[src/rtl/dkong_input_pkg.sv]
// Shared constants and types for the dkong input conditioner.
// Bit indices of the packed input vector and coin FSM encoding.
package dkong_input_pkg;

  localparam int NUM_INPUTS = 13;

  localparam int IDX_P1_R  = 0;
  localparam int IDX_P1_L  = 1;
  localparam int IDX_P1_U  = 2;
  localparam int IDX_P1_D  = 3;
  localparam int IDX_P1_B1 = 4;
  localparam int IDX_P2_R  = 5;
  localparam int IDX_P2_L  = 6;
  localparam int IDX_P2_U  = 7;
  localparam int IDX_P2_D  = 8;
  localparam int IDX_P2_B1 = 9;
  localparam int IDX_P1_SW = 10;
  localparam int IDX_P2_SW = 11;
  localparam int IDX_COIN  = 12;

  typedef enum logic [1:0] {
    IDLE     = 2'd0,
    PULSE    = 2'd1,
    WAIT_REL = 2'd2
  } coin_state_t;

  // Counter width able to hold n-1, never narrower than one bit.
  function automatic int cnt_w(input int n);
    return (n > 1) ? $clog2(n) : 1;
  endfunction

endpackage

[src/rtl/dkong_debounce.sv]
// Single-bit 2-flop synchroniser followed by a counting debouncer.
// The stable value only moves after DEBOUNCE_CYCLES consecutive mismatches.
module dkong_debounce
  import dkong_input_pkg::*;
#(
  parameter int DEBOUNCE_CYCLES = 50000
) (
  input  logic clk,
  input  logic rst_n,
  input  logic i_raw,
  output logic o_stable
);

  localparam int CW = cnt_w(DEBOUNCE_CYCLES);
  localparam logic [CW-1:0] LAST = CW'(DEBOUNCE_CYCLES - 1);

  logic          r_s1;
  logic          r_s2;
  logic          r_stable;
  logic [CW-1:0] r_cnt;

  // Synchronise, then count consecutive disagreements with the stable value.
  always_ff @(posedge clk) begin
    if (!rst_n) begin
      r_s1     <= 1'b0;
      r_s2     <= 1'b0;
      r_stable <= 1'b0;
      r_cnt    <= '0;
    end else begin
      r_s1 <= i_raw;
      r_s2 <= r_s1;
      if (r_s2 == r_stable) begin
        r_cnt <= '0;
      end else if (r_cnt == LAST) begin
        r_stable <= r_s2;
        r_cnt    <= '0;
      end else begin
        r_cnt <= r_cnt + 1'b1;
      end
    end
  end

  assign o_stable = r_stable;

endmodule

[src/rtl/dkong_input_conditioner.sv]
// Player/cabinet input front-end: sync, debounce, registered levels, coin pulse.
// Optional macro DKONG_SOCD_CLEAN_EN cancels opposing joystick directions.
module dkong_input_conditioner
  import dkong_input_pkg::*;
#(
  parameter int DEBOUNCE_CYCLES   = 50000,
  parameter int COIN_PULSE_CYCLES = 1000000,
  parameter bit ACTIVE_LOW_IN     = 1'b0
) (
  input  logic       masterclk,
  input  logic       rst_n,
  input  logic [4:0] raw_p1,
  input  logic [4:0] raw_p2,
  input  logic       raw_p1_sw,
  input  logic       raw_p2_sw,
  input  logic       raw_coin,
  output logic       p1_r,
  output logic       p1_l,
  output logic       p1_u,
  output logic       p1_d,
  output logic       p1_b1,
  output logic       p2_r,
  output logic       p2_l,
  output logic       p2_u,
  output logic       p2_d,
  output logic       p2_b1,
  output logic       p1_sw,
  output logic       p2_sw,
  output logic       coin_sw,
  output logic       input_event
);

  localparam int CCW = cnt_w(COIN_PULSE_CYCLES);
  localparam logic [CCW-1:0] C_LAST = CCW'(COIN_PULSE_CYCLES - 1);

  logic [NUM_INPUTS-1:0] w_raw;
  logic [NUM_INPUTS-1:0] w_stable;
  logic [11:0]           w_clean;
  logic                  w_coin_rise;

  logic [NUM_INPUTS-1:0] r_prev;
  logic [11:0]           r_out;
  logic                  r_event;

  coin_state_t           r_state;
  coin_state_t           w_state_nx;
  logic [CCW-1:0]        r_ccnt;
  logic [CCW-1:0]        w_ccnt_nx;
  logic                  r_coin;
  logic                  w_coin_nx;

  assign w_raw = {raw_coin, raw_p2_sw, raw_p1_sw, raw_p2, raw_p1}
               ^ {NUM_INPUTS{ACTIVE_LOW_IN}};

  for (genvar g = 0; g < NUM_INPUTS; g++) begin : g_db
    dkong_debounce #(
      .DEBOUNCE_CYCLES(DEBOUNCE_CYCLES)
    ) u_db (
      .clk     (masterclk),
      .rst_n   (rst_n),
      .i_raw   (w_raw[g]),
      .o_stable(w_stable[g])
    );
  end

  // Opposing-direction cleanup ahead of the output register.
  always_comb begin
    w_clean = w_stable[11:0];
`ifdef DKONG_SOCD_CLEAN_EN
    if (w_stable[IDX_P1_L] && w_stable[IDX_P1_R]) begin
      w_clean[IDX_P1_L] = 1'b0;
      w_clean[IDX_P1_R] = 1'b0;
    end
    if (w_stable[IDX_P1_U] && w_stable[IDX_P1_D]) begin
      w_clean[IDX_P1_U] = 1'b0;
      w_clean[IDX_P1_D] = 1'b0;
    end
    if (w_stable[IDX_P2_L] && w_stable[IDX_P2_R]) begin
      w_clean[IDX_P2_L] = 1'b0;
      w_clean[IDX_P2_R] = 1'b0;
    end
    if (w_stable[IDX_P2_U] && w_stable[IDX_P2_D]) begin
      w_clean[IDX_P2_U] = 1'b0;
      w_clean[IDX_P2_D] = 1'b0;
    end
`endif
  end

  assign w_coin_rise = w_stable[IDX_COIN] & ~r_prev[IDX_COIN];

  // Register clean levels and strobe on any change of the raw stable set.
  always_ff @(posedge masterclk) begin
    if (!rst_n) begin
      r_out   <= '0;
      r_prev  <= '0;
      r_event <= 1'b0;
    end else begin
      r_out   <= w_clean;
      r_prev  <= w_stable;
      r_event <= |(w_stable ^ r_prev);
    end
  end

  // Coin FSM state, pulse counter and registered pulse output.
  always_ff @(posedge masterclk) begin
    if (!rst_n) begin
      r_state <= IDLE;
      r_ccnt  <= '0;
      r_coin  <= 1'b0;
    end else begin
      r_state <= w_state_nx;
      r_ccnt  <= w_ccnt_nx;
      r_coin  <= w_coin_nx;
    end
  end

  // Coin FSM: one fixed-width pulse per debounced press.
  always_comb begin
    w_state_nx = r_state;
    w_ccnt_nx  = r_ccnt;
    w_coin_nx  = 1'b0;
    unique case (r_state)
      IDLE: begin
        if (w_coin_rise) begin
          w_state_nx = PULSE;
          w_ccnt_nx  = '0;
          w_coin_nx  = 1'b1;
        end
      end
      PULSE: begin
        if (r_ccnt == C_LAST) begin
          w_ccnt_nx  = '0;
          w_state_nx = w_stable[IDX_COIN] ? WAIT_REL : IDLE;
        end else begin
          w_ccnt_nx = r_ccnt + 1'b1;
          w_coin_nx = 1'b1;
        end
      end
      WAIT_REL: begin
        if (!w_stable[IDX_COIN]) begin
          w_state_nx = IDLE;
        end
      end
      default: begin
        w_state_nx = IDLE;
        w_ccnt_nx  = '0;
      end
    endcase
  end

  assign p1_r        = r_out[IDX_P1_R];
  assign p1_l        = r_out[IDX_P1_L];
  assign p1_u        = r_out[IDX_P1_U];
  assign p1_d        = r_out[IDX_P1_D];
  assign p1_b1       = r_out[IDX_P1_B1];
  assign p2_r        = r_out[IDX_P2_R];
  assign p2_l        = r_out[IDX_P2_L];
  assign p2_u        = r_out[IDX_P2_U];
  assign p2_d        = r_out[IDX_P2_D];
  assign p2_b1       = r_out[IDX_P2_B1];
  assign p1_sw       = r_out[IDX_P1_SW];
  assign p2_sw       = r_out[IDX_P2_SW];
  assign coin_sw     = r_coin;
  assign input_event = r_event;

endmodule

[config.mk]
export PLATFORM = sky130hd
export DESIGN_NAME = dkong_input_conditioner
export DESIGN_NICKNAME = d
export VERILOG_FILES = /design/src/rtl/dkong_input_pkg.sv /design/src/rtl/dkong_debounce.sv /design/src/rtl/dkong_input_conditioner.sv
export SDC_FILE = /design/constraint.sdc
export NUM_CORES = 1
export LEC_CHECK = 0
export BUFFER_PORTS_ARGS = -buffer_cell sky130_fd_sc_hd__buf_2
export CAP_MARGIN = 20
export CORE_MARGIN = 2
export CORE_UTILIZATION = 58
export CTS_BUF_LIST = sky130_fd_sc_hd__clkbuf_8
export CTS_CLUSTER_SIZE = 30
export DETAILED_ROUTE_END_ITERATION = 10
export PLACE_DENSITY = 0.83
export SLEW_MARGIN = 40
export SYNTH_ARGS = -nofsm -noshare
export SYNTH_HDL_FRONTEND = slang
export SYNTH_SLANG_ARGS = --single-unit
[constraint.sdc]
create_clock -name masterclk -period 2.2 [get_ports masterclk]
set_clock_uncertainty 0.05 [all_clocks]
set_input_delay 0.44 -clock masterclk [delete_from_list [all_inputs] [get_ports masterclk]]
set_output_delay 0.44 -clock masterclk [all_outputs]
set_load 0.05 [all_outputs]
==> Yosys cells after proc, flatten, opt, wreduce, memory -nomap -nowiden <==
Cells that the tools add are included.
{ "op_classes": {"bitwise": 18, "n_lt_le_gt_ge": 0, "n_shift": 0, "n_eq_ne": 32, "add_sub_neg": 14, "n_reduce_logical": 30, "mul": 0, "mux": 11, "div_mod_pow": 0} }
{ "op_table": {"columns": ["operator", "count"], "rows": [
  ["$add 16x1->16 const B", 13],
  ["$eq 16x16->1 const B", 13],
  ["$pmux 20 s3", 1],
  ["$mux 20", 2],
  ["$reduce_or 3->1", 13],
  ["$reduce_and 2->1", 14],
  ["$add 20x1->20 const B", 1],
  ["$eq 20x20->1 const B", 1],
  ["$not 1->1", 16],
  ["$eq 1x1->1", 13],
  ["$reduce_or 13->1", 1],
  ["$xor 13x13->13", 1],
  ["$mux 2", 4],
  ["$ne 2x2->1 const B", 3],
  ["$pmux 2 s3", 1],
  ["$reduce_and 3->1", 1],
  ["$eq 2x1->1 const B", 1],
  ["$eq 2x2->1 const B", 1],
  ["$logic_not 2->1", 1],
  ["$mux 1", 2],
  ["$pmux 1 s2", 1],
  ["$and 1x1->1", 1]
]} }
{ "totals": {"latchBits": 0, "reg_bits": 296, "rom_bits": 0, "mem_count": 0, "mem_bits_rw": 0, "word_cells": 163} }

==> Logic depth before layout (Yosys ltp) <==
{ "depth": {"ltp_word": 4, "depth_mapped": 9, "mapped_depth_nobuf": 7} }

==> Cells and area by module <==
Synthesis repeated with hierarchy kept, for this count alone.
{ "hier_totals": {"cells_unflattened": 1331, "area_unflattened_um2": 12640.9} }
{ "by_module_without_submodules": {"columns": ["module", "seq_area_each_um2", "instances", "cells_each", "area_per_inst_um2"], "rows": [
  ["dkong_debounce", 380.4, 13, 87, 837.1],
  ["dkong_input_conditioner", 740.7, 1, 200, 1759.2]
]} }

==> Worst setup path before layout <==
OpenSTA, ideal clock, no wires.
{ "synth_timing": {"path_type": "reg-to-reg", "from": "register r_ccnt[7]", "to": "register r_ccnt[16]", "slack_ns": 0.139, "required_ns": 2.034, "period_less_slack_ns": 2.061, "arrival_time_ns": 1.895, "path_buffers": 2, "path_stages_with_launch": 8, "path_cell_list": "dfxtp_1 > buf_6 > or4b_4 > nor4_4 > a21oi_2 > buf_6 > a32o_1 > a31o_1"} }
{ "synth_between": {"elab_chain_cells": 3} }
{ "synth_lines": {"columns": ["item", "line_no", "rtl"], "rows": [
  ["start: declaration", "dkong_input_conditioner.sv:47", "logic [CCW-1:0] r_ccnt;"],
  ["start signal: assignment", "dkong_input_conditioner.sv:112", "r_ccnt <= w_ccnt_nx;"],
  ["$add 20x1->20 / $eq 20x20->1 (equally long branches)", "dkong_input_conditioner.sv:135, dkong_input_conditioner.sv:131", null],
  ["$mux 20 (*)", "dkong_input_conditioner.sv:131", "if (r_ccnt == C_LAST) begin"],
  ["$pmux 20 s3 (*)", "dkong_input_conditioner.sv:122", "unique case (r_state)"]
]} }
Mark *: on every way between the ends. The rest lies on a longest branch, timed or not.
A chain may end at the register's enable or synchronous reset.

==> Worst setup path in the final report <==
{ "layout_timing": {"from": "register r_ccnt[9]", "to": "register r_ccnt[16]"} }
Same word-level chain as after synthesis.

==> flow_metrics.tcl <==
set metrics [dict create \
    yosysSeqAreaShare_pct 48.2 \
    port_buffers 28 \
    ant_nets 0 \
    syn-num-nets 1357 \
    vdd_drop_max_uv 408 \
    post-place-cells 1608 \
    timing.critical_path.cells "or4b_4 > nor4_4 > a21oi_4 > a32o_1 > a31o_1" \
    grt_use_total_pct 20.0 \
    crit_path_start "r_ccnt[9]" \
    first_pass_iters 7 \
    dp_hpwl_mm 14.5 \
    synth_cell_types 47 \
    tns_ns 0 \
    rsz0062_at_grt "no" \
    ys_async_sr_fraction_pct 0 \
    critPathRequiredTime_ns 2.60 \
    ys_warn_count 0 \
    fill_cells 1598 \
    arrival_ns 2.38 \
    maxCapViolations 0 \
    gp_congestion 0.862 \
    clk_pin_slew_ns 0.06 \
    cts_made_buffers 46 \
    post-cts-setup-buffers 0 \
    postSynthAreaPerCell_sq_um 8.90 \
    setup_viol 0 \
    r2r-start "r_ccnt[9]" \
    drt_wl_total_mm 21.4 \
    maxSlewHeadroom_pct 57.7 \
    drtIter0Drc 456 \
    min_from "raw_p2[4]" \
    period_minus_slack_ns 1.98 \
    cp-end-kind "register" \
    p_leak_nw 4.73 \
    first_global_vias 8668 \
    cts_tree "built" \
    dieArea_sq_um 21500 \
    antenna_found_initial 0 \
    setup_ws_ns 0.220 \
    p_per_area_nw_per_um2 755 \
    finalNetCount 1416 \
    p_seq_share_pct 51.9 \
    pre_cts_ws_ns 0.109 \
    grt.overflow.total 0 \
    synth-edff-count 0 \
    synthCells 1327 \
    slew_violations 0 \
    grt_pass1_wl_mm 37.2 \
    boundaryPins 29 \
    drc 0 \
    power.switching_mw 2.06 \
    clock_path_buffers 3 \
    clock_power_share_pct 46.9 \
    start_util_pct 58.7 \
    status "finished, final reports clean" \
    slowest_delay_ns 0.52 \
    synth-seq-cells 284 \
    p_comb_share_pct 1.1 \
    start_kind "register" \
    finalCritPeriodShare_pct 90.0 \
    die_w_um 147 \
    synth_ff_type "dfxtp_1" \
    power.internal_mw 7.94 \
    htreeDepth 2 \
    p_total_mw 10.0 \
    path_max_fanout 18 \
    fp.coreArea_sq_um 20100 \
    placementRows 52 \
    diodes 0 \
    hold_class "in -> reg" \
    cts_hold_buf 0 \
    cts.sink_count 284 \
    path_class "reg -> reg" \
    die_y_um 147 \
    swShare_pct 20.6 \
    syn_to_final_growth_pct 12.1 \
    drive_gt1_share_pct 8.26 \
    slowest_stage "or4b_4" \
    worstMarginPinSlew_ns 0.628 \
    via_count 8903 \
    routedWlPerCell_um 12.7 \
    hold_viol 0 \
    finalNonFillerCells 1686 \
    grt_max_degree 36 \
    fmax_ghz 0.505 \
    vias_per_cell 5.28 \
    root_buffer "clkbuf_8" \
    clock_latency_ns 0.55 \
    netlist_area_sq_um 11800 \
]
## final cells by class
| type | count | area, sq um | area share (%) |
|---|---|---|---|
| clock buffer | 62 | 853 | 6.44 |
| clock inverter | 16 | 119 | 0.898 |
| inverter | 32 | 120 | 0.907 |
| multi-input combinational | 980 | 5880 | 44.4 |
| sequential | 284 | 5690 | 42.9 |
| tap | 270 | 338 | 2.55 |
| timing repair buffer | 42 | 245 | 1.85 |
## worst max-delay path: cells and delay by family, from the launching register on
kind	cells	cell delay, ns
AO/OA/AOI/OAI	3	0.63
flip-flops	1	0.42
AND/OR/NAND/NOR	2	0.77
## final timing paths
| path | to | slack, ns | depth (start not counted) |
|---|---|---|---|
| worst max-delay path | r_ccnt[16] | 0.22 | 5 |
| worst min-delay path | g_db[9].u_db.r_s1 | 0.05 | 2 |
| worst max register to register | r_ccnt[16] | 0.22 | 5 |
| worst min register to register | g_db[11].u_db.r_s2 | 0.38 | 1 |
## registers in the layout, summed over array words and instances (netlist names)
register            flops
g_db.u_db.r_s1         13
r_ccnt                 20
g_db.u_db.r_cnt       208
coin_sw                 1
r_state                 2
r_prev                 13
g_db.u_db.o_stable     13
g_db.u_db.r_s2         13
input_event             1
## cells in the final DEF, fill, tap and decap left out, types with 2 or more instances in the layout
cell type / count
nor4_1: 19
buf_4: 14
nand2_1: 92
nor2b_1: 2
xor2_1: 117
a41oi_1: 3
and4_1: 14
nor4bb_1: 6
o211ai_1: 2
clkbuf_8: 62
nor4b_1: 4
nor3_1: 34
nand3_1: 94
nor2_1: 268
or2b_1: 2
nand4_1: 44
a21oi_1: 14
and3_1: 38
ha_1: 15
bufinv_16: 2
nand2b_1: 3
xnor2_1: 90
or2_2: 4
a21o_1: 2
nand4b_1: 2
a31oi_1: 11
or3_1: 6
inv_1: 43
mux2i_1: 14
or4_1: 7
and2_1: 43
dfxtp_1: 284
a2111oi_0: 2
clkinv_2: 2
nor3b_1: 5
or4b_1: 2
buf_2: 28
o21ai_0: 9
## metal layers
layer / global-route usage, % / vias to the layer above / wire [um]
met4: 8.45 / 0 / 663
li1: - / 4593 / -
met1: 24.6 / 4139 / 9840
met5: 0 / - / 0
met3: 3.66 / 44 / 749
met2: 34.6 / 127 / 10200
## cell usage after synthesis, types with 2 or more instances
| cell | count | area, sq um |
|---|---|---|
| or2_2 | 4 | 25.0 |
| a41oi_1 | 3 | 26.3 |
| clkbuf_1 | 26 | 97.6 |
| or4_1 | 7 | 52.6 |
| nor4bb_1 | 6 | 60.1 |
| and3_1 | 38 | 238 |
| o21ai_0 | 9 | 45.0 |
| nor3b_1 | 5 | 37.5 |
| inv_1 | 32 | 120 |
| or4b_1 | 2 | 20.0 |
| a2111oi_0 | 2 | 17.5 |
| nand2_1 | 92 | 345 |
| and2_1 | 43 | 269 |
| a31oi_1 | 11 | 68.8 |
| nor2_1 | 268 | 1010 |
| or2b_1 | 2 | 15.0 |
| and4_1 | 14 | 123 |
| o211ai_1 | 2 | 15.0 |
| buf_6 | 2 | 22.5 |
| nand4_1 | 44 | 275 |
| nor2b_1 | 2 | 12.5 |
| xor2_1 | 117 | 1020 |
| nor4_1 | 20 | 125 |
| buf_2 | 3 | 15.0 |
| a21oi_1 | 14 | 70.1 |
| a21o_1 | 2 | 15.0 |
| nand2b_1 | 3 | 18.8 |
| nor4b_1 | 4 | 35.0 |
| xnor2_1 | 90 | 788 |
| nand3_1 | 94 | 470 |
| dfxtp_1 | 284 | 5690 |
| mux2i_1 | 14 | 140 |
| ha_1 | 15 | 188 |
| or3_1 | 6 | 37.5 |
| nand4b_1 | 2 | 17.5 |
| nor3_1 | 34 | 170 |
## cell families after synthesis
| kind of cell | synth area share, % |
|---|---|
| DFF | 48.2 |
| buffers and inverters | 2.16 |
| AOI/OAI and AO/OA | 2.61 |
| and+or+nand+nor | 28.9 |
| xor gates and xnor gates | 15.4 |
| adders and majority gates | 1.59 |
| muxes | 1.19 |
## per-stage QoR
stage                     hold slack (ns)  util [%]  area (sq um)
after floorplan                     0.362         -         11800
after global placement              0.367      61.0         12300
after detailed placement            0.369      61.0         12300
after CTS                          0.0161      65.8         13200
after global routing               0.0252      65.9         13200
final                              0.0488      65.9         13200
## repair_timing
item	4_1_cts	5_1_grt
endpoints found under the hold margin	0	0
gates resized for setup	0	2
endpoints found under the setup margin	0	4
## power by group through the flow
stage | sequential (mW) | clock (mW) | combinational (mW)
after detailed placement | 5.31 | 0 | 0.114
final | 5.19 | 4.69 | 0.113
after global placement | 5.30 | 0 | 0.112
after global routing | 5.19 | 5.04 | 0.127
after floorplan | 5.30 | 0 | 0.0737
after CTS | 5.19 | 4.82 | 0.115
No activity file was read; power rests on OpenSTA's default activity.
